==> src/rtl/round_health_if.sv <==
// Bus between the hit logic / display side and the round health controller.
interface round_health_if #(
    parameter int unsigned N_PLAYERS = 2,
    parameter int unsigned HP_W      = 8,
    parameter int unsigned WIN_W     = 2,
    parameter int unsigned PID_W     = 1
);
    logic [N_PLAYERS-1:0]       hit;
    logic                       restart;
    logic [N_PLAYERS*HP_W-1:0]  health;
    logic [N_PLAYERS-1:0]       invuln;
    logic [N_PLAYERS-1:0]       ko;
    logic [N_PLAYERS*WIN_W-1:0] round_wins;
    logic [1:0]                 state;
    logic                       new_round;
    logic [PID_W-1:0]           match_winner;
    logic                       match_over;

    modport master (
        output hit, restart,
        input  health, invuln, ko, round_wins, state, new_round, match_winner, match_over
    );

    modport slave (
        input  hit, restart,
        output health, invuln, ko, round_wins, state, new_round, match_winner, match_over
    );
endinterface

==> src/rtl/round_health_ctrl.sv <==
// Per-fighter health with i-frames, knockout detection and a best-of-N round/match FSM.
module round_health_ctrl #(
    parameter int unsigned N_PLAYERS     = 2,
    parameter int unsigned HP_W          = 8,
    parameter int unsigned MAX_HP        = 200,
    parameter int unsigned DMG           = 10,
    parameter int unsigned IFRAMES       = 20,
    parameter int unsigned ROUNDS_TO_WIN = 2,
    parameter int unsigned KO_HOLD       = 120,
    parameter int unsigned WIN_W         = $clog2(ROUNDS_TO_WIN + 1)
) (
    input  logic           Clk,
    input  logic           Reset,
    round_health_if.slave  bus
);
    localparam int unsigned PID_W  = (N_PLAYERS > 1) ? $clog2(N_PLAYERS) : 1;
    localparam int unsigned IF_W   = (IFRAMES > 0) ? $clog2(IFRAMES + 1) : 1;
    localparam int unsigned HOLD_W = (KO_HOLD > 1) ? $clog2(KO_HOLD + 1) : 1;
    localparam int unsigned CNT_W  = $clog2(N_PLAYERS + 1);

    localparam logic [1:0] FIGHT      = 2'b00;
    localparam logic [1:0] KO_WAIT    = 2'b01;
    localparam logic [1:0] MATCH_OVER = 2'b10;

    logic [1:0]        state_q, state_d;
    logic [HOLD_W-1:0] hold_q, hold_d;
    logic [PID_W-1:0]  winner_q, winner_d;
    logic              new_round_q, new_round_d;
    logic [HP_W-1:0]   health_q [N_PLAYERS];
    logic [HP_W-1:0]   health_d [N_PLAYERS];
    logic [IF_W-1:0]   ifr_q    [N_PLAYERS];
    logic [IF_W-1:0]   ifr_d    [N_PLAYERS];
    logic [WIN_W-1:0]  wins_q   [N_PLAYERS];
    logic [WIN_W-1:0]  wins_d   [N_PLAYERS];

    logic [CNT_W-1:0]  alive_cnt;
    logic [PID_W-1:0]  alive_idx;
    logic              champ_found;
    logic [PID_W-1:0]  champ_idx;

    // Next-state: damage/i-frames in FIGHT, round end on next-state health, hold and restart handling.
    always_comb begin
        state_d     = state_q;
        hold_d      = hold_q;
        winner_d    = winner_q;
        new_round_d = 1'b0;
        health_d    = health_q;
        ifr_d       = ifr_q;
        wins_d      = wins_q;
        alive_cnt   = '0;
        alive_idx   = '0;
        champ_found = 1'b0;
        champ_idx   = '0;

        case (state_q)
            FIGHT: begin
                for (int i = 0; i < N_PLAYERS; i++) begin
                    if (bus.hit[i] && (ifr_q[i] == '0)) begin
                        health_d[i] = (health_q[i] > HP_W'(DMG)) ? (health_q[i] - HP_W'(DMG)) : '0;
                        ifr_d[i]    = IF_W'(IFRAMES);
                    end else if (ifr_q[i] != '0) begin
                        ifr_d[i] = ifr_q[i] - IF_W'(1);
                    end
                end
                for (int i = 0; i < N_PLAYERS; i++) begin
                    if (health_d[i] != '0) begin
                        alive_cnt = alive_cnt + CNT_W'(1);
                        alive_idx = PID_W'(i);
                    end
                end
                // Fewer than two survivors ends the round; a lone survivor scores it.
                if (alive_cnt < CNT_W'(2)) begin
                    state_d = KO_WAIT;
                    hold_d  = HOLD_W'(KO_HOLD - 1);
                    if (alive_cnt == CNT_W'(1)) begin
                        wins_d[alive_idx] = wins_q[alive_idx] + WIN_W'(1);
                    end
                end
            end

            KO_WAIT: begin
                for (int i = 0; i < N_PLAYERS; i++) begin
                    if (ifr_q[i] != '0) begin
                        ifr_d[i] = ifr_q[i] - IF_W'(1);
                    end
                end
                if (hold_q == '0) begin
                    for (int i = 0; i < N_PLAYERS; i++) begin
                        if (wins_q[i] == WIN_W'(ROUNDS_TO_WIN)) begin
                            champ_found = 1'b1;
                            champ_idx   = PID_W'(i);
                        end
                    end
                    if (champ_found) begin
                        state_d  = MATCH_OVER;
                        winner_d = champ_idx;
                    end else begin
                        state_d     = FIGHT;
                        new_round_d = 1'b1;
                        for (int i = 0; i < N_PLAYERS; i++) begin
                            health_d[i] = HP_W'(MAX_HP);
                            ifr_d[i]    = '0;
                        end
                    end
                end else begin
                    hold_d = hold_q - HOLD_W'(1);
                end
            end

            MATCH_OVER: begin
                if (bus.restart) begin
                    state_d     = FIGHT;
                    new_round_d = 1'b1;
                    winner_d    = '0;
                    for (int i = 0; i < N_PLAYERS; i++) begin
                        health_d[i] = HP_W'(MAX_HP);
                        ifr_d[i]    = '0;
                        wins_d[i]   = '0;
                    end
                end
            end

            default: begin
                state_d = FIGHT;
            end
        endcase
    end

    // State and datapath registers with asynchronous reset to full health in FIGHT.
    always_ff @(posedge Clk or posedge Reset) begin
        if (Reset) begin
            state_q     <= FIGHT;
            hold_q      <= '0;
            winner_q    <= '0;
            new_round_q <= 1'b0;
            for (int i = 0; i < N_PLAYERS; i++) begin
                health_q[i] <= HP_W'(MAX_HP);
                ifr_q[i]    <= '0;
                wins_q[i]   <= '0;
            end
        end else begin
            state_q     <= state_d;
            hold_q      <= hold_d;
            winner_q    <= winner_d;
            new_round_q <= new_round_d;
            health_q    <= health_d;
            ifr_q       <= ifr_d;
            wins_q      <= wins_d;
        end
    end

    // Output packing; invuln and ko decode directly from the registers.
    for (genvar g = 0; g < N_PLAYERS; g++) begin : g_out
        assign bus.health[g*HP_W +: HP_W]      = health_q[g];
        assign bus.round_wins[g*WIN_W +: WIN_W] = wins_q[g];
        assign bus.invuln[g]                   = (ifr_q[g] != '0);
        assign bus.ko[g]                       = (health_q[g] == '0);
    end

    assign bus.state        = state_q;
    assign bus.new_round    = new_round_q;
    assign bus.match_winner = winner_q;
    assign bus.match_over   = (state_q == MATCH_OVER);
endmodule

==> src/flat_wrapper.sv <==
// flat-port wrapper written by rule: the top's interface ports become plain ports
module round_health_ctrl_flat 
#(
    parameter int unsigned N_PLAYERS     = 2,
    parameter int unsigned HP_W          = 8,
    parameter int unsigned MAX_HP        = 200,
    parameter int unsigned DMG           = 10,
    parameter int unsigned IFRAMES       = 20,
    parameter int unsigned ROUNDS_TO_WIN = 2,
    parameter int unsigned KO_HOLD       = 120,
    parameter int unsigned WIN_W         = $clog2(ROUNDS_TO_WIN + 1)
)
  (Clk, Reset, bus_hit, bus_restart, bus_health, bus_invuln, bus_ko, bus_round_wins, bus_state, bus_new_round, bus_match_winner, bus_match_over);
  round_health_if #(.N_PLAYERS(N_PLAYERS), .HP_W(HP_W), .WIN_W(WIN_W), .PID_W(1)) bus_i ();
  input  logic Clk;
  input  logic Reset;
  input wire logic [$bits(bus_i.hit)-1:0] bus_hit;
  input wire logic [$bits(bus_i.restart)-1:0] bus_restart;
  output wire logic [$bits(bus_i.health)-1:0] bus_health;
  output wire logic [$bits(bus_i.invuln)-1:0] bus_invuln;
  output wire logic [$bits(bus_i.ko)-1:0] bus_ko;
  output wire logic [$bits(bus_i.round_wins)-1:0] bus_round_wins;
  output wire logic [$bits(bus_i.state)-1:0] bus_state;
  output wire logic [$bits(bus_i.new_round)-1:0] bus_new_round;
  output wire logic [$bits(bus_i.match_winner)-1:0] bus_match_winner;
  output wire logic [$bits(bus_i.match_over)-1:0] bus_match_over;
  assign bus_i.hit = bus_hit;
  assign bus_i.restart = bus_restart;
  assign bus_health = bus_i.health;
  assign bus_invuln = bus_i.invuln;
  assign bus_ko = bus_i.ko;
  assign bus_round_wins = bus_i.round_wins;
  assign bus_state = bus_i.state;
  assign bus_new_round = bus_i.new_round;
  assign bus_match_winner = bus_i.match_winner;
  assign bus_match_over = bus_i.match_over;
  round_health_ctrl #(.N_PLAYERS(N_PLAYERS), .HP_W(HP_W), .MAX_HP(MAX_HP), .DMG(DMG), .IFRAMES(IFRAMES), .ROUNDS_TO_WIN(ROUNDS_TO_WIN), .KO_HOLD(KO_HOLD), .WIN_W(WIN_W)) u_core (.Clk(Clk), .Reset(Reset), .bus(bus_i));
endmodule
==> config.mk <==
export PLATFORM = sky130hd
export DESIGN_NAME = round_health_ctrl_flat
export DESIGN_NICKNAME = d
export VERILOG_FILES = /design/src/rtl/round_health_if.sv /design/src/rtl/round_health_ctrl.sv /design/src/flat_wrapper.sv
export SDC_FILE = /design/constraint.sdc
export NUM_CORES = 1
export LEC_CHECK = 0
export BUFFER_PORTS_ARGS = -buffer_cell sky130_fd_sc_hd__buf_4
export CAP_MARGIN = 5
export CORE_ASPECT_RATIO = 0.9
export CORE_MARGIN = 2
export CORE_UTILIZATION = 58
export CTS_CLUSTER_DIAMETER = 150
export CTS_CLUSTER_SIZE = 10
export DETAILED_ROUTE_END_ITERATION = 8
export PLACE_DENSITY_LB_ADDON = 0.05
export SETUP_SLACK_MARGIN = 0.3
export SLEW_MARGIN = 20
export SYNTH_ARGS = -nofsm -noshare
export SYNTH_HDL_FRONTEND = slang
export SYNTH_SLANG_ARGS = --single-unit
export TNS_END_PERCENT = 5
==> constraint.sdc <==
create_clock -name Clk -period 3.7 [get_ports Clk]
set_input_delay 1.11 -clock Clk [delete_from_list [all_inputs] [get_ports Clk]]
set_output_delay 1.11 -clock Clk [all_outputs]
set_load 0.005 [all_outputs]
==> run summary <==
SETUP PATH
----------------------------------------------------------------------------------------
Critical Path Start Type                                                        register
Critical Setup Path Class                                                   register to register
Worst endpoint required time                                                     3.89 ns
Highest-delay cell along the critical path                                  sky130_fd_sc_hd__dfrtp_1
Cell seen most often among critical-path stages                             sky130_fd_sc_hd__inv_1
Worst Path Arrival                                                               3.33 ns
Max incr delay on CP                                                             0.43 ns
Max FO, Critical Path                                                                  8
Critical path cell sequence                                                 inv_1, ha_1, nor4b_4, a31oi_1, a311o_1, a21oi_4, inv_1, ha_2, nand2_2, o31a_1, nand4_1, buf_4, xnor2_1, and2_1
Endpoint type of the worst setup path                                           register

SYNTHESIS
----------------------------------------------------------------------------------------
Cell with the most instances after synthesis                                sky130_fd_sc_hd__o21ai_0
Number of enable-type register cells in the synthesized netlist                        0
Synthesis warning total                                                                0
Commonest cells post-synth                                                  sky130_fd_sc_hd__o21ai_0, sky130_fd_sc_hd__dfrtp_1, sky130_fd_sc_hd__inv_1, sky130_fd_sc_hd__nor2_1, sky130_fd_sc_hd__nor3_1
Yosys top cell area share                                                          0.317
Sequential cell area fraction in the yosys report                                  0.374
Dominant register cell in the synthesized netlist                           sky130_fd_sc_hd__dfrtp_1
Synthesized Nets                                                                     355
Ranking of synthesized cells by area                                        sky130_fd_sc_hd__dfrtp_1, sky130_fd_sc_hd__o21ai_0, sky130_fd_sc_hd__dfstp_2
Post-synthesis register bit count                                                     41
Total standard cell area after synthesis                                      2770 sq um
Library cells used by synthesis                                                       58
Fraction of registers with async set or reset after synthesis                       1.00
Largest area contributor in the synthesized netlist                         sky130_fd_sc_hd__dfrtp_1
Per-instance average area after synthesis                                     8.18 sq um
Synthesized netlist cell count                                                       338

ROUTE
----------------------------------------------------------------------------------------
Number of search-and-repair iterations in the first detailed-routing pass              4
Number of nets still failing antenna checks after routing                              0
Drt drc                                                                                0
Post-DR wirelength/cell                                                     15.0 microns
Via density                                                                         6.04
Overall via count from detail_route                                                 2614
Initial DRC count                                                                    155
Detailed-route wire length                                                  6480 microns

PWR
----------------------------------------------------------------------------------------
Final total power                                                                2.64 mW
Fraction of power spent switching nets                                             0.451
Static Leakage                                                                   1.44 nW
Pwr/cell area                                                                817 nW/um^2
Portion of total power attributed to the clock network                             0.143
Highest ir drop seen on vdd                                                   0.000658 V
Pint                                                                             1.45 mW
Switching power of the nets                                                      1.19 mW
Relative contribution of sequential cells to total power                           0.325
Share of total power in combinational logic                                        0.533

CTS
----------------------------------------------------------------------------------------
Root cell of the clock tree                                                 sky130_fd_sc_hd__clkbuf_8
Number of buffers inserted for hold repair after clock tree synthesis                  0
CTS tree                                                                             yes
CTS H-tree depth                                                                       2
Later-pin clock latency in the skew report                                       0.29 ns
Total CTS buffers                                                                      5
Worst-path clk slew                                                              0.08 ns
Clock Sink Count                                                                      41
Clock tree buffer depth                                                                2

PLACEMENT
----------------------------------------------------------------------------------------
Placed cells                                                                         420
Placer's final routability congestion estimate                                     0.853
Worst setup timing slack at the placement stage                                 0.256 ns
IO Port Bufs                                                                          33
HPWL after detailed placement                                               4660 microns
Placed Area                                                                   3050 sq um

FLOORPLANNING
----------------------------------------------------------------------------------------
Die area                                                                      5340 sq um
Width of the die                                                            76.8 microns
# IOs                                                                                 34
CORE AREA                                                                     4520 sq um
Standard-cell row count                                                               23
Starting density of the core                                                       0.612
Vertical extent of the die                                                  69.5 microns

FINAL LAYOUT
----------------------------------------------------------------------------------------
Finished layout cell area                                                     3240 sq um
Antenna fix cells                                                                      0
Non-Filler Instances                                                                 433
Number of nets at the end of the flow                                                387
Layout overhead on the synthesized area                                            17.0%
Filler cell count                                                                    371
Fraction of layout cells with a size suffix above 1                                0.197

GLOBAL ROUTING
----------------------------------------------------------------------------------------
Largest net degree at the start of global routing                                     42
Total grt overflow                                                                     0
First-pass GRT wire length                                                  11200 microns
Aggregate global-route resource usage                                              0.252
Vias in the first global route                                                      2350
Initial antenna violation count                                                        0

STA
----------------------------------------------------------------------------------------
Minimum period implied by the final worst setup slack                            3.14 ns
Setup Total Neg Slack                                                               0 ns
RSZ-0062 raised after global routing                                                 yes
Number of hold violations in the final report                                          0
Worst slew margin                                                                  0.598
Min setup slack post-route                                                      0.560 ns
Final count of negative-setup-slack endpoints                                          0
Portion of the clock cycle consumed by the worst path in the final layout          0.849
Maximum frequency from static timing analysis                                    318 MHz
Final max-slew violation count                                                         0
Pin slew with the least headroom to its limit                                   0.597 ns
Clock Skews                                                                   0.00958 ns

MIN PATH
----------------------------------------------------------------------------------------
Path type of the worst min-delay path                                       register to register

STATUS
----------------------------------------------------------------------------------------
Status                                                                      finished, final reports clean

FLOW RUN
----------------------------------------------------------------------------------------
Number of maximum-capacitance constraint violations                                    0

repair_timing:
action / CTS / global route
buffers inserted: 0 / 5
gates resized for setup: 0 / 10
endpoints found under the setup margin: 0 / 8
worst max-delay path, delay by kind of cell (launching register included):
| kind | cells | cell delay [ns] |
|---|---|---|
| xor+xnor | 1 | 0.11 |
| simple gates | 4 | 0.79 |
| compound gates | 4 | 0.99 |
| buf+inv | 3 | 0.35 |
| fa+ha+maj | 2 | 0.37 |
| flops | 1 | 0.43 |
per-stage QoR:
stage	hold WS, ns	util
floorplan	0.451	-
global placement	0.477	0.675
finish	0.495	0.716
global route	0.522	0.716
CTS	0.501	0.701
detailed placement	0.491	0.675
layer usage:
| layer | global-route usage | vias to the layer above | part of all wire |
|---|---|---|---|
| met4 | 0.0606 | 0 | 0.0074 |
| met1 | 0.369 | 1251 | 0.49 |
| met2 | 0.390 | 73 | 0.46 |
| met5 | 0 | - | 0 |
| met3 | 0.0456 | 6 | 0.043 |
| li1 | - | 1284 | - |
state kept, by name (all words and copies together) (netlist names):
| name | flops |
|---|---|
| u_core.bus.health | 16 |
| u_core.ifr_q | 10 |
| u_core.hold_q | 7 |
| u_core.bus.round_wins | 4 |
| u_core.bus.state | 2 |
| u_core.bus.match_winner | 1 |
| u_core.bus.new_round | 1 |
cell type report:
cell class / count / area, sq um / area share
Timing Repair Buffer: 42 / 315 / 0.0974
Tap cell: 62 / 77.6 / 0.0240
Sequential cell: 41 / 1030 / 0.320
Clock inverter: 1 / 30.0 / 0.00928
Clock buffer: 7 / 86.3 / 0.0267
Inverter: 29 / 109 / 0.0336
Multi-Input combinational cell: 251 / 1580 / 0.489
cell usage in the layout (no fill, tap or decap), types with 9 or more instances in the layout:
master | netlist | routed
sky130_fd_sc_hd__dfrtp_1 | 35 | 34
sky130_fd_sc_hd__nand3_1 | 9 | 9
sky130_fd_sc_hd__buf_4 | 0 | 42
sky130_fd_sc_hd__ha_1 | 12 | 11
sky130_fd_sc_hd__nand2_1 | 21 | 20
sky130_fd_sc_hd__nor2_1 | 29 | 29
sky130_fd_sc_hd__o21ai_0 | 37 | 35
sky130_fd_sc_hd__a21oi_1 | 19 | 19
sky130_fd_sc_hd__nor3_1 | 23 | 21
sky130_fd_sc_hd__inv_1 | 29 | 29
power by group through the flow:
stage	clock network [mW]	registers, mW	logic (mW)
finish	0.378	0.858	1.41
global route	0.398	0.894	1.60
CTS	0.384	0.850	1.36
detailed placement	0	0.856	1.36
global placement	0	0.850	1.33
floorplan	0	0.762	1.03
final timing paths:
| kind | start | to | slack, ns | cells past startpoint |
|---|---|---|---|---|
| worst max-delay path | u_core.ifr_q[0] | u_core.hold_q[3] | 0.56 | 14 |
| worst min-delay path | u_core.ifr_q[5] | u_core.ifr_q[5] | 0.49 | 1 |
| worst max register to register | u_core.ifr_q[0] | u_core.hold_q[3] | 0.56 | 14 |
| worst min register to register | u_core.ifr_q[5] | u_core.ifr_q[5] | 0.49 | 1 |
| max in group asynchronous | Reset | u_core.bus.health[1] | 2.37 | 3 |
| min in group asynchronous | Reset | u_core.bus.state[1] | 0.94 | 3 |
logic make-up (layout without fill, tap and decap cells):
group	Yosys count	after routing	share of synthesized area
mux	1	1	0.00362
flops	41	41	0.374
xor+xnor	5	5	0.0158
fa+ha+maj	12	12	0.0543
compound gates	109	109	0.249
buf+inv	46	79	0.0651
simple gates	124	124	0.239
No activity file was read; power rests on OpenSTA's default activity.
